==> src/rtl/lmdpl_pkg.sv <==
// Shared types and constants for the LMDPL NAND sequencer and its mask LFSR.
package lmdpl_pkg;

  typedef enum logic [2:0] {
    ST_IDLE = 3'd0,
    ST_PRE  = 3'd1,
    ST_EVAL = 3'd2,
    ST_HOLD = 3'd3,
    ST_CAPT = 3'd4,
    ST_DONE = 3'd5
  } seq_state_e;

  // Fibonacci taps 16,14,13,11 expressed as bit positions 15,13,12,10.
  localparam logic [15:0] LFSR_TAPS    = 16'hB400;
  localparam logic [15:0] DEFAULT_SEED = 16'hACE1;

  function automatic logic [15:0] lfsr_next(input logic [15:0] s);
    return {s[14:0], ^(s & LFSR_TAPS)};
  endfunction

endpackage

==> src/rtl/lmdpl_nand_sequencer_if.sv <==
// Operand, result, seed and gate-side signals of the NAND sequencer.
// master = environment (operand source, consumer, gate); slave = sequencer.
interface lmdpl_nand_sequencer_if;
  logic        op_valid;
  logic        op_ready;
  logic        op_a;
  logic        op_b;
  logic        seed_load;
  logic [15:0] seed;
  logic        gate_precharge;
  logic        gate_in0;
  logic        gate_in1;
  logic        gate_m_in0;
  logic        gate_m_in1;
  logic        gate_m_out;
  logic        gate_out;
  logic        res_valid;
  logic        res_ready;
  logic        res_data;
  logic [15:0] op_count;

  modport master (
    output op_valid, op_a, op_b, seed_load, seed, gate_out, res_ready,
    input  op_ready, gate_precharge, gate_in0, gate_in1,
           gate_m_in0, gate_m_in1, gate_m_out, res_valid, res_data, op_count
  );

  modport slave (
    input  op_valid, op_a, op_b, seed_load, seed, gate_out, res_ready,
    output op_ready, gate_precharge, gate_in0, gate_in1,
           gate_m_in0, gate_m_in1, gate_m_out, res_valid, res_data, op_count
  );
endinterface

==> src/rtl/lmdpl_mask_lfsr.sv <==
// Free-running 16-bit Fibonacci LFSR supplying random mask bits.
// A zero seed would lock the register, so it is replaced by SEED.
module lmdpl_mask_lfsr
  import lmdpl_pkg::*;
#(
  parameter logic [15:0] SEED = DEFAULT_SEED
) (
  input  logic        clk,
  input  logic        rst_n,
  input  logic        load,
  input  logic [15:0] seed,
  output logic [15:0] state
);

  logic [15:0] state_q;
  logic [15:0] state_d;

  // Next value: advance every cycle unless a reload is requested.
  always_comb begin
    state_d = lfsr_next(state_q);
    if (load) begin
      state_d = (seed == 16'h0000) ? SEED : seed;
    end
  end

  // State register with synchronous reset to the seed.
  always_ff @(posedge clk) begin
    if (!rst_n) begin
      state_q <= SEED;
    end else begin
      state_q <= state_d;
    end
  end

  assign state = state_q;

endmodule

==> src/rtl/lmdpl_nand_sequencer.sv <==
// Sequences one masked LMDPL NAND evaluation per operand pair.
// All gate-facing outputs are registered from the next state so the gate
// never sees decode glitches.
//
// state | meaning
// IDLE  | precharging, waiting for an operand pair
// PRE   | operands and masks presented, gate still precharged
// EVAL  | precharge released, gate evaluates
// HOLD  | evaluation held for a second cycle
// CAPT  | precharge restored, gate output captured into res_data
// DONE  | result offered until the consumer accepts it
module lmdpl_nand_sequencer
  import lmdpl_pkg::*;
#(
  parameter logic [15:0] SEED = DEFAULT_SEED
) (
  input logic                   clk,
  input logic                   rst_n,
  lmdpl_nand_sequencer_if.slave bus
);

  seq_state_e  state_q, state_d;
  logic        opa_q, opa_d;
  logic        opb_q, opb_d;
  logic [2:0]  mask_q, mask_d;
  logic        res_data_q, res_data_d;
  logic [15:0] op_count_q, op_count_d;

  logic        op_ready_q, op_ready_d;
  logic        res_valid_q, res_valid_d;
  logic        precharge_q, precharge_d;
  logic        in0_q, in0_d;
  logic        in1_q, in1_d;
  logic [2:0]  mask_out_q, mask_out_d;

  logic [15:0] lfsr_state;
  logic        unused_lfsr_bits;

  lmdpl_mask_lfsr #(
    .SEED(SEED)
  ) u_lfsr (
    .clk  (clk),
    .rst_n(rst_n),
    .load (bus.seed_load),
    .seed (bus.seed),
    .state(lfsr_state)
  );

  // Only the low three LFSR bits are used as masks.
  assign unused_lfsr_bits = ^lfsr_state[15:3];

  // Next-state, operand latching and registered-output decode.
  always_comb begin
    state_d     = state_q;
    opa_d       = opa_q;
    opb_d       = opb_q;
    mask_d      = mask_q;
    res_data_d  = res_data_q;
    op_count_d  = op_count_q;
    op_ready_d  = 1'b0;
    res_valid_d = 1'b0;
    precharge_d = 1'b1;
    in0_d       = 1'b0;
    in1_d       = 1'b0;
    mask_out_d  = 3'b000;

    case (state_q)
      ST_IDLE: begin
        if (bus.op_valid) begin
          opa_d   = bus.op_a;
          opb_d   = bus.op_b;
          // Masks come from the LFSR value before any same-cycle reload.
          mask_d  = lfsr_state[2:0];
          state_d = ST_PRE;
        end
      end
      ST_PRE:  state_d = ST_EVAL;
      ST_EVAL: state_d = ST_HOLD;
      ST_HOLD: state_d = ST_CAPT;
      ST_CAPT: begin
        res_data_d = bus.gate_out;
        state_d    = ST_DONE;
      end
      ST_DONE: begin
        if (bus.res_ready) begin
          state_d = ST_IDLE;
          if (op_count_q != 16'hFFFF) begin
            op_count_d = op_count_q + 16'd1;
          end
        end
      end
      default: state_d = ST_IDLE;
    endcase

    case (state_d)
      ST_IDLE: op_ready_d = 1'b1;
      ST_PRE: begin
        in0_d      = opa_d;
        in1_d      = opb_d;
        mask_out_d = mask_d;
      end
      ST_EVAL, ST_HOLD: begin
        precharge_d = 1'b0;
        in0_d       = opa_d;
        in1_d       = opb_d;
        mask_out_d  = mask_d;
      end
      ST_CAPT: mask_out_d = mask_d;
      ST_DONE: res_valid_d = 1'b1;
      default: op_ready_d = 1'b0;
    endcase
  end

  // State, latched operation data and output registers.
  always_ff @(posedge clk) begin
    if (!rst_n) begin
      state_q     <= ST_IDLE;
      opa_q       <= 1'b0;
      opb_q       <= 1'b0;
      mask_q      <= 3'b000;
      res_data_q  <= 1'b0;
      op_count_q  <= 16'h0000;
      op_ready_q  <= 1'b1;
      res_valid_q <= 1'b0;
      precharge_q <= 1'b1;
      in0_q       <= 1'b0;
      in1_q       <= 1'b0;
      mask_out_q  <= 3'b000;
    end else begin
      state_q     <= state_d;
      opa_q       <= opa_d;
      opb_q       <= opb_d;
      mask_q      <= mask_d;
      res_data_q  <= res_data_d;
      op_count_q  <= op_count_d;
      op_ready_q  <= op_ready_d;
      res_valid_q <= res_valid_d;
      precharge_q <= precharge_d;
      in0_q       <= in0_d;
      in1_q       <= in1_d;
      mask_out_q  <= mask_out_d;
    end
  end

  assign bus.op_ready       = op_ready_q;
  assign bus.res_valid      = res_valid_q;
  assign bus.res_data       = res_data_q;
  assign bus.op_count       = op_count_q;
  assign bus.gate_precharge = precharge_q;
  assign bus.gate_in0       = in0_q;
  assign bus.gate_in1       = in1_q;
  assign bus.gate_m_in0     = mask_out_q[2];
  assign bus.gate_m_in1     = mask_out_q[1];
  assign bus.gate_m_out     = mask_out_q[0];

endmodule

==> src/flat_wrapper.sv <==
// flat-port wrapper written by rule: the top's interface ports become plain ports
module lmdpl_nand_sequencer_flat import lmdpl_pkg::*;
#(
  parameter logic [15:0] SEED = DEFAULT_SEED
)
  (clk, rst_n, bus_op_valid, bus_op_a, bus_op_b, bus_seed_load, bus_seed, bus_gate_out, bus_res_ready, bus_op_ready, bus_gate_precharge, bus_gate_in0, bus_gate_in1, bus_gate_m_in0, bus_gate_m_in1, bus_gate_m_out, bus_res_valid, bus_res_data, bus_op_count);
  lmdpl_nand_sequencer_if bus_i ();
  input logic clk;
  input logic rst_n;
  input wire logic [$bits(bus_i.op_valid)-1:0] bus_op_valid;
  input wire logic [$bits(bus_i.op_a)-1:0] bus_op_a;
  input wire logic [$bits(bus_i.op_b)-1:0] bus_op_b;
  input wire logic [$bits(bus_i.seed_load)-1:0] bus_seed_load;
  input wire logic [$bits(bus_i.seed)-1:0] bus_seed;
  input wire logic [$bits(bus_i.gate_out)-1:0] bus_gate_out;
  input wire logic [$bits(bus_i.res_ready)-1:0] bus_res_ready;
  output wire logic [$bits(bus_i.op_ready)-1:0] bus_op_ready;
  output wire logic [$bits(bus_i.gate_precharge)-1:0] bus_gate_precharge;
  output wire logic [$bits(bus_i.gate_in0)-1:0] bus_gate_in0;
  output wire logic [$bits(bus_i.gate_in1)-1:0] bus_gate_in1;
  output wire logic [$bits(bus_i.gate_m_in0)-1:0] bus_gate_m_in0;
  output wire logic [$bits(bus_i.gate_m_in1)-1:0] bus_gate_m_in1;
  output wire logic [$bits(bus_i.gate_m_out)-1:0] bus_gate_m_out;
  output wire logic [$bits(bus_i.res_valid)-1:0] bus_res_valid;
  output wire logic [$bits(bus_i.res_data)-1:0] bus_res_data;
  output wire logic [$bits(bus_i.op_count)-1:0] bus_op_count;
  assign bus_i.op_valid = bus_op_valid;
  assign bus_i.op_a = bus_op_a;
  assign bus_i.op_b = bus_op_b;
  assign bus_i.seed_load = bus_seed_load;
  assign bus_i.seed = bus_seed;
  assign bus_i.gate_out = bus_gate_out;
  assign bus_i.res_ready = bus_res_ready;
  assign bus_op_ready = bus_i.op_ready;
  assign bus_gate_precharge = bus_i.gate_precharge;
  assign bus_gate_in0 = bus_i.gate_in0;
  assign bus_gate_in1 = bus_i.gate_in1;
  assign bus_gate_m_in0 = bus_i.gate_m_in0;
  assign bus_gate_m_in1 = bus_i.gate_m_in1;
  assign bus_gate_m_out = bus_i.gate_m_out;
  assign bus_res_valid = bus_i.res_valid;
  assign bus_res_data = bus_i.res_data;
  assign bus_op_count = bus_i.op_count;
  lmdpl_nand_sequencer #(.SEED(SEED)) u_core (.clk(clk), .rst_n(rst_n), .bus(bus_i));
endmodule
==> config.mk <==
export PLATFORM = sky130hd
export DESIGN_NAME = lmdpl_nand_sequencer_flat
export DESIGN_NICKNAME = d
export VERILOG_FILES = /design/src/rtl/lmdpl_pkg.sv /design/src/rtl/lmdpl_nand_sequencer_if.sv /design/src/rtl/lmdpl_mask_lfsr.sv /design/src/rtl/lmdpl_nand_sequencer.sv /design/src/flat_wrapper.sv
export SDC_FILE = /design/constraint.sdc
export NUM_CORES = 1
export LEC_CHECK = 0
export ABC_CLOCK_PERIOD_IN_PS = 2300
export BUFFER_PORTS_ARGS = -buffer_cell sky130_fd_sc_hd__clkbuf_2
export CORE_UTILIZATION = 39
export CTS_CLUSTER_DIAMETER = 150
export DETAILED_ROUTE_END_ITERATION = 12
export PLACE_DENSITY_LB_ADDON = 0.05
export SLEW_MARGIN = 15
export SYNTH_ARGS = -nofsm -noshare
export SYNTH_HDL_FRONTEND = slang
export SYNTH_HIERARCHICAL = 1
export SYNTH_SLANG_ARGS = --single-unit
==> constraint.sdc <==
create_clock -name clk -period 2.3 [get_ports clk]
set_input_delay 0.23 -clock clk [delete_from_list [all_inputs] [get_ports clk]]
set_output_delay 0.23 -clock clk [all_outputs]
set_load 0.1 [all_outputs]
-- Word-level counts from Yosys, hierarchy flattened
Index checks and enable logic that the tools add are counted.
- register bits after elaboration: 49
- bits of input ports: 24
- output and inout bits: 25
- word-level logic and storage cells: 49
- $add $sub $neg: 1
- equality and inequality tests: 11
- multiplexer cells: 14
- reductions and logical operators: 10
- operator list (operator ; number):
    two-way mux 16 bit ; 2
    case mux 3 bit (6 select lines) ; 1
    adder 16 x 1 -> 16 bit, second input constant ; 1
    zero test 16 bit ; 1
    != test 16 bit, second input constant ; 1
    XOR reduction 16 bit ; 1
    equality test 3 x 2 -> 1 bit, second input constant ; 4
    equality test 3 bit, second input constant ; 4
    two-way mux 3 bit ; 4
    two-way mux 1 bit ; 7
    equality test 3 x 1 -> 1 bit, second input constant ; 2
    zero test 3 bit ; 2
    AND reduction 2 bit ; 2
    OR reduction 4 bit ; 1
    AND reduction 3 bit ; 1
    OR reduction 3 bit ; 1
    OR reduction 2 bit ; 1

-- Depth between registers and ports, before layout
- depth in word-level cells: 5
- gate-level depth with buffers: 6
- mapped depth without buffers: 5

-- Cells and area by module
Netlist, hierarchy kept.
- modules (own cells, without submodules) (module ; instances ; cells an instance ; area an instance (um2)):
    lmdpl_nand_sequencer ; 1 ; 157 ; 1461.4
    lmdpl_mask_lfsr ; 1 ; 52 ; 635.6

-- Worst setup path before layout
Ideal clock, no wire load.
- kind: register to register
- start: reg u_core.op_count_q[2], in the netlist u_core/bus.op_count[2]
- end: reg u_core.op_count_q[14], in the netlist u_core/bus.op_count[14]
- arrival: 2.290 ns
- setup slack: -0.107 ns
- stages on the path, launching flop included: 5
- path through: dfxtp_1 and3_2 nand4_2 or4_1 o211a_1
- word-level cells in the longest chain between the ends: 2
- elaborated cells between the ends (all ways): 3
- ends and longest elaborated chain (element ; line ; source):
    from (decl) ; lmdpl_nand_sequencer.sv:27 ; logic [15:0] op_count_q, op_count_d;
    from (signal assigned) ; lmdpl_nand_sequencer.sv:135 ; op_count_q <= op_count_d;
    parallel branches: the longest is 2 deep, another holds adder 16 x 1 -> 16 bit ; -- ;
Several ways; the timed one is not identified.
A chain may end at the register's enable or synchronous reset.

-- Worst setup path in the final report
- start: reg u_core.state_q[0]
- end: reg u_core.op_count_q[8], in the netlist u_core/bus.op_count[8]
- word-level cells in the longest chain between the ends: 2
- ends and longest elaborated chain (element ; line ; source):
    from (decl) ; lmdpl_nand_sequencer.sv:22 ; seq_state_e state_q, state_d;
    from (signal assigned) ; lmdpl_nand_sequencer.sv:130 ; state_q <= state_d;
    equality test 3 bit ; lmdpl_nand_sequencer.sv:67 ; case (state_q)
    AND reduction 3 bit (no source line) ; -- ;
Every way passes these cells.

==> flow_summary.yaml <==
logic_synthesis:
  syn_inst: 209
  synth-seq-area-share: 0.468
  async_flop_share: 0
  synthDistinctLibCells: 48
  synth.avg_cell_area_um2: 10.0
  synth_top_area_cell: "dfxtp_1"
  synth_ff_type: "dfxtp_1"
  synth_edf_count: 0
  syn_nets: 234
  synth.top_cell.area_share: 0.468
  yosys_warnings: 6
  netlist_area_um2: 2100
  ys_ff_latch: 49
  synth_area_leaders: "dfxtp_1 (47%), mux2i_1 (7.6%), nor4_2 (3.6%)"
power:
  power_switching_uw: 493
  p_comb_frac: 0.161
  intPower_mw: 1.20
  power.share.sequential: 0.548
  power.clock.fraction: 0.291
  swShare: 0.292
  power_mw: 1.69
  p_leak_nw: 0.990
  power_density_nw_per_um2: 679
  ir_worst_vdd_v: 0.000474
global_routing:
  grt_max_degree: 26
  grt_antenna_before_repair: 0
  overflow: 0
  gr-usage-met1: 0.257
  grt_pass1_wl_um: 7160
  met3_usage: 0.0357
  use_met2: 0.240
  grt_pass1_vias: 1494
  grt_usage: 0.171
  top_usage_layer: "met1"
route:
  dr.pass1.iters: 4
  vias: 1694
  viasPerCell: 5.12
  wl_per_cell_um: 13.6
  routed_wl_um: 4510
  initialDrtViolationCount: 81
  drtAntennaViolNets: 0
  drc_errors: 0
die:
  fp.coreArea_um2: 5140
  die-area_um2: 5670
  num_io_pins: 49
  die_w_um: 75.3
  floorplan.initialDensity: 0.408
  rows: 26
  die_y_um: 75.3
sta:
  skew_ns: 0.00619
  rsz0062_at_grt: "false"
  setup_violations: 0
  finalCritPeriodShare: 0.853
  slew_headroom: 0.562
  hold_viol_final: 0
  final.setup.tns_ns: 0
  tightestPinTransition_ns: 0.651
  slew_viol_final: 0
  fmax_ghz: 0.509
  whs_ns: 0.163
  period_needed_ns: 1.96
layout:
  fillers: 513
  layout-drive-gt1-share: 0.299
  diodes: 0
  stdcell_area_um2: 2490
  area_growth_pct: 18.9
  post-route-util: 0.485
  num-nets-final: 285
  mostFrequentLayoutCells: "clkbuf_2 (48), dfxtp_1 (42), mux2i_1 (16), nand2_1 (15)"
  multi_input_comb_area_um2: 1050
  layout_commonest_cell: "clkbuf_2"
  seq_area_um2: 990
min_path:
  min-delay-start: "bus_gate_out"
  hold_class: "primary input to register"
worst_setup_path:
  cp.arrival_ns: 2.19
  max_stage_delay_ns: 0.55
  cp_slowest_cell: "dfxtp_1"
  critPathRequiredTime_ns: 2.53
  worstSetupStartpoint: "u_core/state_q[0]"
  start_kind: "register"
  crit_chain: "and4b_1 > nand3_2 > or4_1 > a21oi_1"
  crit_fanout: 10
  critPathCaptureType: "register"
  crit_type: "register to register"
  r2r_start: "u_core/state_q[0]"
clocking:
  cts_resized: 0
  cts_root_buf: "clkbuf_8"
  h-tree-depth: 2
  ctsHoldBuffers: 0
  cts_tree: "done"
  clockBufferDepth: 2
  cts_made_buffers: 5
  path_clk_slew_ns: 0.09
  cts_setup_buffers: 0
  cts.sink_count: 49
  worstSkewPairLatency_ns: 0.30
outcome:
  run_status: "finished, final reports clean"
placed_design:
  portBuffers: 48
  dpl-instance-area_um2: 2410
  place.gp.congestion: 0.750
  hpwlAfterDp_um: 3160
run:
  max_cap_violations: 0
==> power by group through the flow <==
stage	logic (mW)	registers (mW)	clock network, mW
floorplan	0.118	1.04	0
global placement	0.273	0.947	0
detailed placement	0.274	0.948	0
CTS	0.275	0.928	0.516
global route	0.292	0.936	0.549
finish	0.272	0.927	0.493
==> cell type report <==
cell class              count  area share
clock buffers               7      0.0306
clock inverters             1     0.00301
well taps                  70      0.0351
flip-flops and latches     49       0.397
inverters                   4     0.00602
multi-input cells         149       0.423
repair buffers             51       0.105
==> registers in the layout, indices dropped and copies added, names as in the netlist <==
name and count:
u_core/state_q 3, u_core/u_lfsr/state 16, u_core/bus.op_ready 1, u_core/bus.gate_in1 1, u_core/bus.op_count 16, u_core/bus.gate_precharge 1, u_core/bus.gate_in0 1, u_core/mask_q 3
u_core/bus.res_valid 1, u_core/bus.res_data 1, u_core/opb_q 1, u_core/mask_out_q 3, u_core/opa_q 1
==> path summary, 6_finish.rpt <==
| check | endpoint | slack [ns] | cells past startpoint |
|---|---|---|---|
| setup / recovery | u_core/bus.op_count[8] | 0.34 | 4 |
| hold reg to reg | u_core/u_lfsr/state[15] | 0.44 | 1 |
| hold / removal | u_core/bus.res_data | 0.16 | 3 |
| setup reg to reg | u_core/bus.op_count[8] | 0.34 | 4 |
==> routing by layer <==
metal  share of wire  up-vias
li1                -      881
met1            0.53      772
met2            0.42       36
met3           0.038        5
met4          0.0095        0
met5               0        -
==> worst max-delay path: cells and delay by family, from the launching register on <==
family	cells	cell delay (ns)
simple gates	3	1.20
compound gates	1	0.14
flops	1	0.55
==> per-stage QoR <==
stage               worst slack [ns]  instances
global route                   0.147        331
finish                         0.337        331
floorplan                     0.0630        209
global placement               0.407        323
CTS                            0.347        331
detailed placement             0.376        323
==> synth_stat cells (2+ instances only) <==
cell type and n:
dfxtp_1 49, mux2i_1 16, nand2_1 15, a21oi_1 12
nor2_1 12, nor2b_1 8, o22a_1 8, nor4_2 6
nor3_1 5, o21ai_0 5, o31ai_1 5, or4_1 5
and3_1 4, nand2b_1 4, nand3_1 4, o311ai_0 4
or3_1 4, a211oi_1 3, and2_1 3, inv_1 3
xnor2_1 3, a31oi_1 2, buf_6 2, clkbuf_1 2
nor4_1 2
==> logic make-up after synthesis <==
kind of cell | share of synthesized area
simple gates | 0.254
buf+inv | 0.0292
flops | 0.468
mux | 0.0764
xor+xnor | 0.0167
compound gates | 0.150
fa+ha+maj | 0.00597
No activity file was read; power rests on OpenSTA's default activity.
